### src/rtl/riscv_pkg.sv
// -----------------------------------------------------------------------------
// riscv_pkg
// Shared definitions for the RV32I memory-access stage:
//   - bit positions of the memory fields inside the pipeline control word
//   - funct3 encodings for loads and stores
//   - access-size decode helper
//   - state encoding of the memory-access FSM
// -----------------------------------------------------------------------------
package riscv_pkg;

    // Control-word field positions
    localparam int CTRL_MEMREAD   = 0;
    localparam int CTRL_MEMWRITE  = 1;
    localparam int CTRL_FUNCT3    = 2;   // LSB of the 3-bit funct3 field (bits 4:2)
    localparam int CTRL_FUNCT3_W  = 3;

    // Load encodings
    localparam logic [2:0] F3_LB  = 3'b000;
    localparam logic [2:0] F3_LH  = 3'b001;
    localparam logic [2:0] F3_LW  = 3'b010;
    localparam logic [2:0] F3_LBU = 3'b100;
    localparam logic [2:0] F3_LHU = 3'b101;

    // Store encodings
    localparam logic [2:0] F3_SB  = 3'b000;
    localparam logic [2:0] F3_SH  = 3'b001;
    localparam logic [2:0] F3_SW  = 3'b010;

    // Memory-access FSM states
    typedef enum logic [1:0] {
        IDLE   = 2'b00,
        REQ    = 2'b01,
        WAIT_R = 2'b10
    } mem_state_t;

    // Access width decoded from funct3
    typedef enum logic [1:0] {
        SZ_BYTE = 2'b00,
        SZ_HALF = 2'b01,
        SZ_WORD = 2'b10
    } mem_size_t;

    // funct3[1:0] selects the width; unused encodings fall back to word so
    // they are held to the strictest alignment rule.
    function automatic mem_size_t access_size(input logic [2:0] funct3);
        mem_size_t sz;
        case (funct3[1:0])
            2'b00:   sz = SZ_BYTE;
            2'b01:   sz = SZ_HALF;
            default: sz = SZ_WORD;
        endcase
        return sz;
    endfunction

    // funct3[2] set marks the zero-extending load variants (LBU/LHU)
    function automatic logic is_unsigned_load(input logic [2:0] funct3);
        return funct3[2];
    endfunction

endpackage

### src/rtl/lsu_align.sv
// -----------------------------------------------------------------------------
// lsu_align
// Purely combinational byte-lane logic for the memory-access stage.
//   addr_lo_i    : byte offset within the word (alu_out[1:0])
//   funct3_i     : load/store funct3
//   store_data_i : rs2 value to be stored
//   rdata_i      : word returned by data memory
//   wdata_o      : lane-replicated store data
//   be_o         : store byte enables (loads are masked by the caller)
//   load_data_o  : extracted, sign/zero-extended load value
//   misalign_o   : access does not sit on its natural boundary
// -----------------------------------------------------------------------------
module lsu_align
    import riscv_pkg::*;
(
    input  logic [1:0]  addr_lo_i,
    input  logic [2:0]  funct3_i,
    input  logic [31:0] store_data_i,
    input  logic [31:0] rdata_i,
    output logic [31:0] wdata_o,
    output logic [3:0]  be_o,
    output logic [31:0] load_data_o,
    output logic        misalign_o
);

    mem_size_t   size_s;
    logic        sign_s;
    logic [7:0]  byte_s;
    logic [15:0] half_s;

    assign size_s = access_size(funct3_i);
    assign sign_s = ~is_unsigned_load(funct3_i);

    // Store formatting and alignment check
    always_comb begin
        wdata_o    = store_data_i;
        be_o       = 4'b1111;
        misalign_o = 1'b0;
        case (size_s)
            SZ_BYTE: begin
                wdata_o    = {4{store_data_i[7:0]}};
                be_o       = 4'b0001 << addr_lo_i;
                misalign_o = 1'b0;
            end
            SZ_HALF: begin
                wdata_o    = {2{store_data_i[15:0]}};
                be_o       = 4'b0011 << addr_lo_i;
                misalign_o = addr_lo_i[0];
            end
            SZ_WORD: begin
                wdata_o    = store_data_i;
                be_o       = 4'b1111;
                misalign_o = |addr_lo_i;
            end
            default: begin
                wdata_o    = store_data_i;
                be_o       = 4'b1111;
                misalign_o = |addr_lo_i;
            end
        endcase
    end

    // Byte and halfword lane selection from the returned word
    always_comb begin
        byte_s = rdata_i[7:0];
        case (addr_lo_i)
            2'd0:    byte_s = rdata_i[7:0];
            2'd1:    byte_s = rdata_i[15:8];
            2'd2:    byte_s = rdata_i[23:16];
            2'd3:    byte_s = rdata_i[31:24];
            default: byte_s = rdata_i[7:0];
        endcase
        if (addr_lo_i[1]) begin
            half_s = rdata_i[31:16];
        end else begin
            half_s = rdata_i[15:0];
        end
    end

    // Sign or zero extension of the selected lane
    always_comb begin
        load_data_o = rdata_i;
        case (size_s)
            SZ_BYTE: load_data_o = {{24{sign_s & byte_s[7]}}, byte_s};
            SZ_HALF: load_data_o = {{16{sign_s & half_s[15]}}, half_s};
            SZ_WORD: load_data_o = rdata_i;
            default: load_data_o = rdata_i;
        endcase
    end

endmodule

### src/rtl/mem_access.sv
// -----------------------------------------------------------------------------
// mem_access
// RV32I memory-access stage between EXMEM and MEMWB. Issues loads/stores on a
// request/grant/response data-memory port and stalls upstream while a
// transaction is outstanding; MEMWB receives bubbles (ctrl all zero) during
// stalls.
//   clk, rst          : clock, synchronous active-high reset
//   alu_out_i         : ALU result / byte address from EXMEM
//   store_data_i      : rs2 value from EXMEM
//   ctrl_q3_i         : control word from EXMEM
//   alu_out_o         : ALU result to MEMWB
//   mem_rdata_o       : aligned, extended load data to MEMWB
//   ctrl_q4_o         : control word to MEMWB (zero while stalled)
//   stall_o           : freeze PC and the upstream pipeline registers
//   misalign_o        : misaligned access flag, qualified with ctrl_q4_o
//   dmem_req_o/we_o/addr_o/wdata_o/be_o : data-memory request
//   dmem_gnt_i/rvalid_i/rdata_i         : data-memory grant and response
// -----------------------------------------------------------------------------
module mem_access
    import riscv_pkg::*;
#(
    parameter int CTRL_WIDTH = 16
) (
    input  logic                  clk,
    input  logic                  rst,
    input  logic [31:0]           alu_out_i,
    input  logic [31:0]           store_data_i,
    input  logic [CTRL_WIDTH-1:0] ctrl_q3_i,
    output logic [31:0]           alu_out_o,
    output logic [31:0]           mem_rdata_o,
    output logic [CTRL_WIDTH-1:0] ctrl_q4_o,
    output logic                  stall_o,
    output logic                  misalign_o,
    output logic                  dmem_req_o,
    output logic                  dmem_we_o,
    output logic [31:0]           dmem_addr_o,
    output logic [31:0]           dmem_wdata_o,
    output logic [3:0]            dmem_be_o,
    input  logic                  dmem_gnt_i,
    input  logic                  dmem_rvalid_i,
    input  logic [31:0]           dmem_rdata_i
);

    mem_state_t  state_q;
    mem_state_t  state_d;

    logic        is_load_s;
    logic        is_store_s;
    logic        mem_op_s;
    logic        aligned_op_s;
    logic [2:0]  funct3_s;

    logic [31:0] fmt_wdata_s;
    logic [3:0]  fmt_be_s;
    logic [31:0] load_data_s;
    logic        misalign_s;

    logic        req_s;
    logic        stall_s;
    logic        load_done_s;

    assign is_load_s    = ctrl_q3_i[CTRL_MEMREAD];
    assign is_store_s   = ctrl_q3_i[CTRL_MEMWRITE];
    assign mem_op_s     = is_load_s | is_store_s;
    assign funct3_s     = ctrl_q3_i[CTRL_FUNCT3 +: CTRL_FUNCT3_W];
    assign aligned_op_s = mem_op_s & ~misalign_s;

    lsu_align u_lsu_align (
        .addr_lo_i    (alu_out_i[1:0]),
        .funct3_i     (funct3_s),
        .store_data_i (store_data_i),
        .rdata_i      (dmem_rdata_i),
        .wdata_o      (fmt_wdata_s),
        .be_o         (fmt_be_s),
        .load_data_o  (load_data_s),
        .misalign_o   (misalign_s)
    );

    // Next-state, request and stall decode. Upstream holds the op stable while
    // stalled, so the request in REQ is rebuilt from the same inputs and stays
    // identical until granted.
    always_comb begin
        state_d     = state_q;
        req_s       = 1'b0;
        stall_s     = 1'b0;
        load_done_s = 1'b0;
        case (state_q)
            IDLE: begin
                if (aligned_op_s) begin
                    req_s = 1'b1;
                    if (is_store_s) begin
                        // A store granted here retires in the same cycle
                        if (dmem_gnt_i) begin
                            stall_s = 1'b0;
                            state_d = IDLE;
                        end else begin
                            stall_s = 1'b1;
                            state_d = REQ;
                        end
                    end else begin
                        stall_s = 1'b1;
                        if (dmem_gnt_i) begin
                            state_d = WAIT_R;
                        end else begin
                            state_d = REQ;
                        end
                    end
                end else begin
                    state_d = IDLE;
                end
            end
            REQ: begin
                req_s = 1'b1;
                if (is_store_s) begin
                    if (dmem_gnt_i) begin
                        stall_s = 1'b0;
                        state_d = IDLE;
                    end else begin
                        stall_s = 1'b1;
                        state_d = REQ;
                    end
                end else begin
                    stall_s = 1'b1;
                    if (dmem_gnt_i) begin
                        state_d = WAIT_R;
                    end else begin
                        state_d = REQ;
                    end
                end
            end
            WAIT_R: begin
                if (dmem_rvalid_i) begin
                    load_done_s = 1'b1;
                    stall_s     = 1'b0;
                    state_d     = IDLE;
                end else begin
                    stall_s     = 1'b1;
                    state_d     = WAIT_R;
                end
            end
            default: begin
                state_d = IDLE;
            end
        endcase
    end

    // FSM state register; reset abandons any transaction in flight
    always_ff @(posedge clk) begin
        if (rst) begin
            state_q <= IDLE;
        end else begin
            state_q <= state_d;
        end
    end

    // Output drive. Outputs are forced to zero for the whole reset window;
    // otherwise MEMWB sees a bubble during stalls and the memory port fields
    // are only non-zero while a request is actually presented.
    always_comb begin
        if (rst) begin
            alu_out_o    = 32'h0000_0000;
            mem_rdata_o  = 32'h0000_0000;
            ctrl_q4_o    = {CTRL_WIDTH{1'b0}};
            stall_o      = 1'b0;
            misalign_o   = 1'b0;
            dmem_req_o   = 1'b0;
            dmem_we_o    = 1'b0;
            dmem_addr_o  = 32'h0000_0000;
            dmem_wdata_o = 32'h0000_0000;
            dmem_be_o    = 4'b0000;
        end else begin
            alu_out_o    = alu_out_i;
            stall_o      = stall_s;
            dmem_req_o   = req_s;
            if (stall_s) begin
                ctrl_q4_o  = {CTRL_WIDTH{1'b0}};
                misalign_o = 1'b0;
            end else begin
                ctrl_q4_o  = ctrl_q3_i;
                misalign_o = mem_op_s & misalign_s;
            end
            if (load_done_s) begin
                mem_rdata_o = load_data_s;
            end else begin
                mem_rdata_o = 32'h0000_0000;
            end
            if (req_s) begin
                dmem_addr_o = {alu_out_i[31:2], 2'b00};
            end else begin
                dmem_addr_o = 32'h0000_0000;
            end
            if (req_s && is_store_s) begin
                dmem_we_o    = 1'b1;
                dmem_wdata_o = fmt_wdata_s;
                dmem_be_o    = fmt_be_s;
            end else begin
                dmem_we_o    = 1'b0;
                dmem_wdata_o = 32'h0000_0000;
                dmem_be_o    = 4'b0000;
            end
        end
    end

endmodule

### config.mk
export PLATFORM = sky130hd
export DESIGN_NAME = mem_access
export DESIGN_NICKNAME = d
export VERILOG_FILES = /design/src/rtl/riscv_pkg.sv /design/src/rtl/lsu_align.sv /design/src/rtl/mem_access.sv
export SDC_FILE = /design/constraint.sdc
export NUM_CORES = 1
export LEC_CHECK = 0
export CORE_AREA = 2 2 105 107
export CTS_CLUSTER_SIZE = 25
export DETAILED_ROUTE_END_ITERATION = 7
export DIE_AREA = 0 0 107 109
export GPL_ROUTABILITY_DRIVEN = 0
export PLACE_DENSITY = 0.68
export SYNTH_ARGS = -nofsm -noshare
export SYNTH_HDL_FRONTEND = slang
export SYNTH_SLANG_ARGS = --single-unit
### constraint.sdc
create_clock -name clk -period 2.1 [get_ports clk]
set_clock_uncertainty 0.15 [all_clocks]
set_input_delay 0.315 -clock clk [delete_from_list [all_inputs] [get_ports clk]]
set_output_delay 0.315 -clock clk [all_outputs]
set_load 0.02 [all_outputs]
==> summary.txt <==
HOLD PATH
---------------------------------------------------------------------------------
Worst hold path class                                                      in2reg

STA
---------------------------------------------------------------------------------
Number of setup violations in the final report                                 47
Final Cycle Share                                                            105%
Fin worst setup slack                                                   -0.102 ns
Setup repair after global routing missed its margin                           yes
Min cycle time layout                                                     2.20 ns
Maximum achievable frequency                                              454 MHz
Total negative setup slack                                               -1.68 ns
Final Hold Violating Endpoints                                                  0
Number of pins exceeding their max-slew limit in the final report               0

SYNTHESIS
---------------------------------------------------------------------------------
Most used flip-flop cell after synthesis                                  dfxtp_1
Mapped Area                                                             2290 um^2
Share of the yosys chip area belonging to registers                         1.75%
Share of flip-flops with an asynchronous set or reset                          0%
Synth cell types                                                               45
Post-Syn Area per Cell                                                  6.38 um^2
Library cell with the largest summed area after synthesis                 nor3b_2
Gate count after technology mapping                                           359
Area share of the leading cell type in the synthesized netlist              15.8%
FF+latch count, synth                                                           2
Warning count from the yosys run                                                0
Count of flip-flops with a built-in enable after synthesis                      0
Main area contributors after synthesis                               nor3b_2 (16%), nor2b_1 (11%), nand2_1 (10%)

CLOCK NETWORK
---------------------------------------------------------------------------------
Source-to-sink clock delay at the later pin of the worst-skew pair        0.21 ns
Clock tree root buffer cell                                              clkbuf_8
Clock buffer depth                                                              2
Clock sink total                                                                2
Cts bufs inserted                                                               3
Number of H-tree branching levels                                               1
Clock transition at the registers of the reported paths                   0.03 ns
Clock tree from TritonCTS                                                   built
Post-cts hold buffer count                                                      0

PLACEMENT
---------------------------------------------------------------------------------
Number of I/O port buffers                                                    265
Pre-CTS worst setup slack                                               -0.952 ns
Placed cell count                                                             798
HPWL reported at the end of detailed placement                            9.75 mm

POWER AND IR DROP
---------------------------------------------------------------------------------
Internal power                                                         0.000852 W
Maximum resistive drop on vdd                                            0.277 mV
Switch share                                                                41.9%
Static power due to leakage                                               3.12 nW
Total net switching power                                              0.000613 W
Share of power burned in registers                                           3.0%
Pwr Density                                                           241 nW/um^2
Part of the total power dissipated in the clock network                     10.2%
Relative contribution of combinational cells to total power                 86.8%

SETUP PATH
---------------------------------------------------------------------------------
Element type at the critical path start                                input port
Slowest cell on crit path                                                  mux2_4
CP delay by family, top                                              buffers and inverters
Arr. time, crit path                                                      1.74 ns
Most Frequent Cell on Critical Path                                         buf_6
Worst Path Class, Setup                                                    in2out
Type of destination of the critical path                               output pin
CP peak stage delay                                                       0.29 ns
Crit path buffers/inverters                                                     5
Worst-path maximum fanout                                                       7
Worst Path Required                                                       1.63 ns
Critical-path cell list                                              buf_8, buf_6, mux2_4, and3_4, o2111ai_4, buf_6, buf_12, nand2_2, buf_6

GLOBAL ROUTING
---------------------------------------------------------------------------------
Gr ovfl total                                                                   0
Number of antenna violations at the first check in global routing               2
Pin count of the biggest net entering global routing                           62
Global-route usage over all layers                                          20.7%
First-pass GRT wire length                                                19.4 mm
Via count of the first global-routing pass                                  3,877

ROUTING
---------------------------------------------------------------------------------
Average wire per cell in the routed design                                16.2 um
First-pass detailed-route iteration total                                       4
Final ANT Viol Nets                                                             0
Initial detailed-routing violation count                                      148
Total wire length                                                         13.3 mm
Number of design rule violations left after detail routing                      0
Vias per cell                                                                4.65
Detailed-route via count                                                    3,839

FLOORPLAN
---------------------------------------------------------------------------------
Area enclosed by the die boundary                                     11,700 um^2
Rows                                                                           38
Num ports                                                                     268
DIE HEIGHT                                                                 109 um
Initial core utilization                                                    21.6%
Die extent in x                                                            107 um
Placeable Area                                                        10,600 um^2

FINISH
---------------------------------------------------------------------------------
Post-layout net count                                                         802
Final Non-Filler Cells                                                        826
Largest registers                                                      state_q x2
Area growth from synthesis to layout                                         165%
Max reg flops                                                                   2
Register with the most flip-flops                                         state_q
Fraction of final layout cells sized beyond drive strength 1                48.0%

OUTCOME
---------------------------------------------------------------------------------
Violated checks                                                      negative setup slack
Result of the run                                                    finished with violations

JOB
---------------------------------------------------------------------------------
Total of max-cap violations                                                     0

==> power groups by stage <==
stage	Clock [W]	Combinational, W	Sequential (W)
after global routing	0.000161	0.00135	0.0000435
after global placement	0	0.00111	0.0000428
final	0.000150	0.00127	0.0000433
after CTS	0.000157	0.00125	0.0000427
after detailed placement	0	0.00113	0.0000429
after floorplan	0	0.000515	0.0000423
==> placed cells by master (no fill, tap or decap), types with 7 or more instances in the layout <==
cell type        synthesis  layout
nor2b_1                 39      38
nand2_1                 62      46
and2_4                   0      15
o21ai_0                 12       7
buf_2                   10      31
nand2_4                  0      15
a221oi_2                 0       7
dlymetal6s2s_1           0      28
o21ai_1                  7       9
clkdlybuf4s15_2          0       8
nor3b_2                 29      26
a21oi_1                 28      27
and2_1                  29      14
clkbuf_2                 0      15
mux2i_1                 19      17
inv_1                   10       8
clkdlybuf4s50_1          0     104
buf_6                    6      55
nor2_1                  35      29
buf_4                    5      95
==> what timing repair did <==
item	in CTS	in global routing
setup buffers	14	9
resized for setup	635	118
cloned	5	0
pin swaps	33	20
setup endpoints to repair	120	133
==> per-layer routing <==
metal  track usage, %  routed length, um
met4             5.29                261
met2             40.1               7080
met3             5.02               1040
met1             22.4               4960
met5                0                  0
==> stage by stage <==
stage	total power (W)	util, %	hold slack [ns]	instance area [um^2]
2_1_floorplan	0.000557	-	0.235	2320
3_3_place_gp	0.00116	51.8	0.441	5500
3_5_place_dp	0.00117	51.8	0.451	5500
4_1_cts	0.00145	56.1	0.389	5950
5_1_grt	0.00156	57.3	0.419	6070
6_report	0.00147	57.3	0.405	6070
==> final cells by class <==
cell class	count	area, um^2
antenna	2	5.00
tap	140	175
clock buffer	3	41.3
inverter	11	47.5
fill	993	4530
sequential	2	45.0
multi-input combinational	311	2370
timing repair buffer	357	3390
==> cell families after synthesis <==
| logic type | share of synthesized area, % |
|---|---|
| AND/OR/NAND/NOR | 56.7 |
| AO/OA/AOI/OAI | 21.6 |
| buffers and inverters | 11.0 |
| multiplexers | 8.79 |
| flip-flops | 1.75 |
| other | 0.164 |
==> final timing paths <==
kind / slack [ns] / cells after the start / from / end
worst max-delay path: -0.10 / 9 / alu_out_i[1] / mem_rdata_o[20]
worst min register to register: 0.56 / 3 / state_q[1] / state_q[1]
worst min-delay path: 0.41 / 3 / dmem_gnt_i / state_q[0]
worst max register to register: 0.49 / 7 / state_q[0] / state_q[0]
==> cells in the mapped netlist, types with 7 or more instances <==
library cell,number
a21oi_1,28
a221oi_1,7
and2_1,29
buf_2,10
clkbuf_1,13
inv_1,10
mux2i_1,19
nand2_1,62
nor2_1,35
nor2b_1,39
nor3b_2,29
o21ai_0,12
o21ai_1,7
==> worst register-to-register path: stages (launching register included) <==
cell     delay (ns)
dfxtp_4        0.36
buf_6          0.10
nor2_2         0.02
or3_4          0.35
buf_6          0.15
buf_16         0.14
buf_4          0.13
nor3_2         0.10
Power figures use the tool's default switching activity.
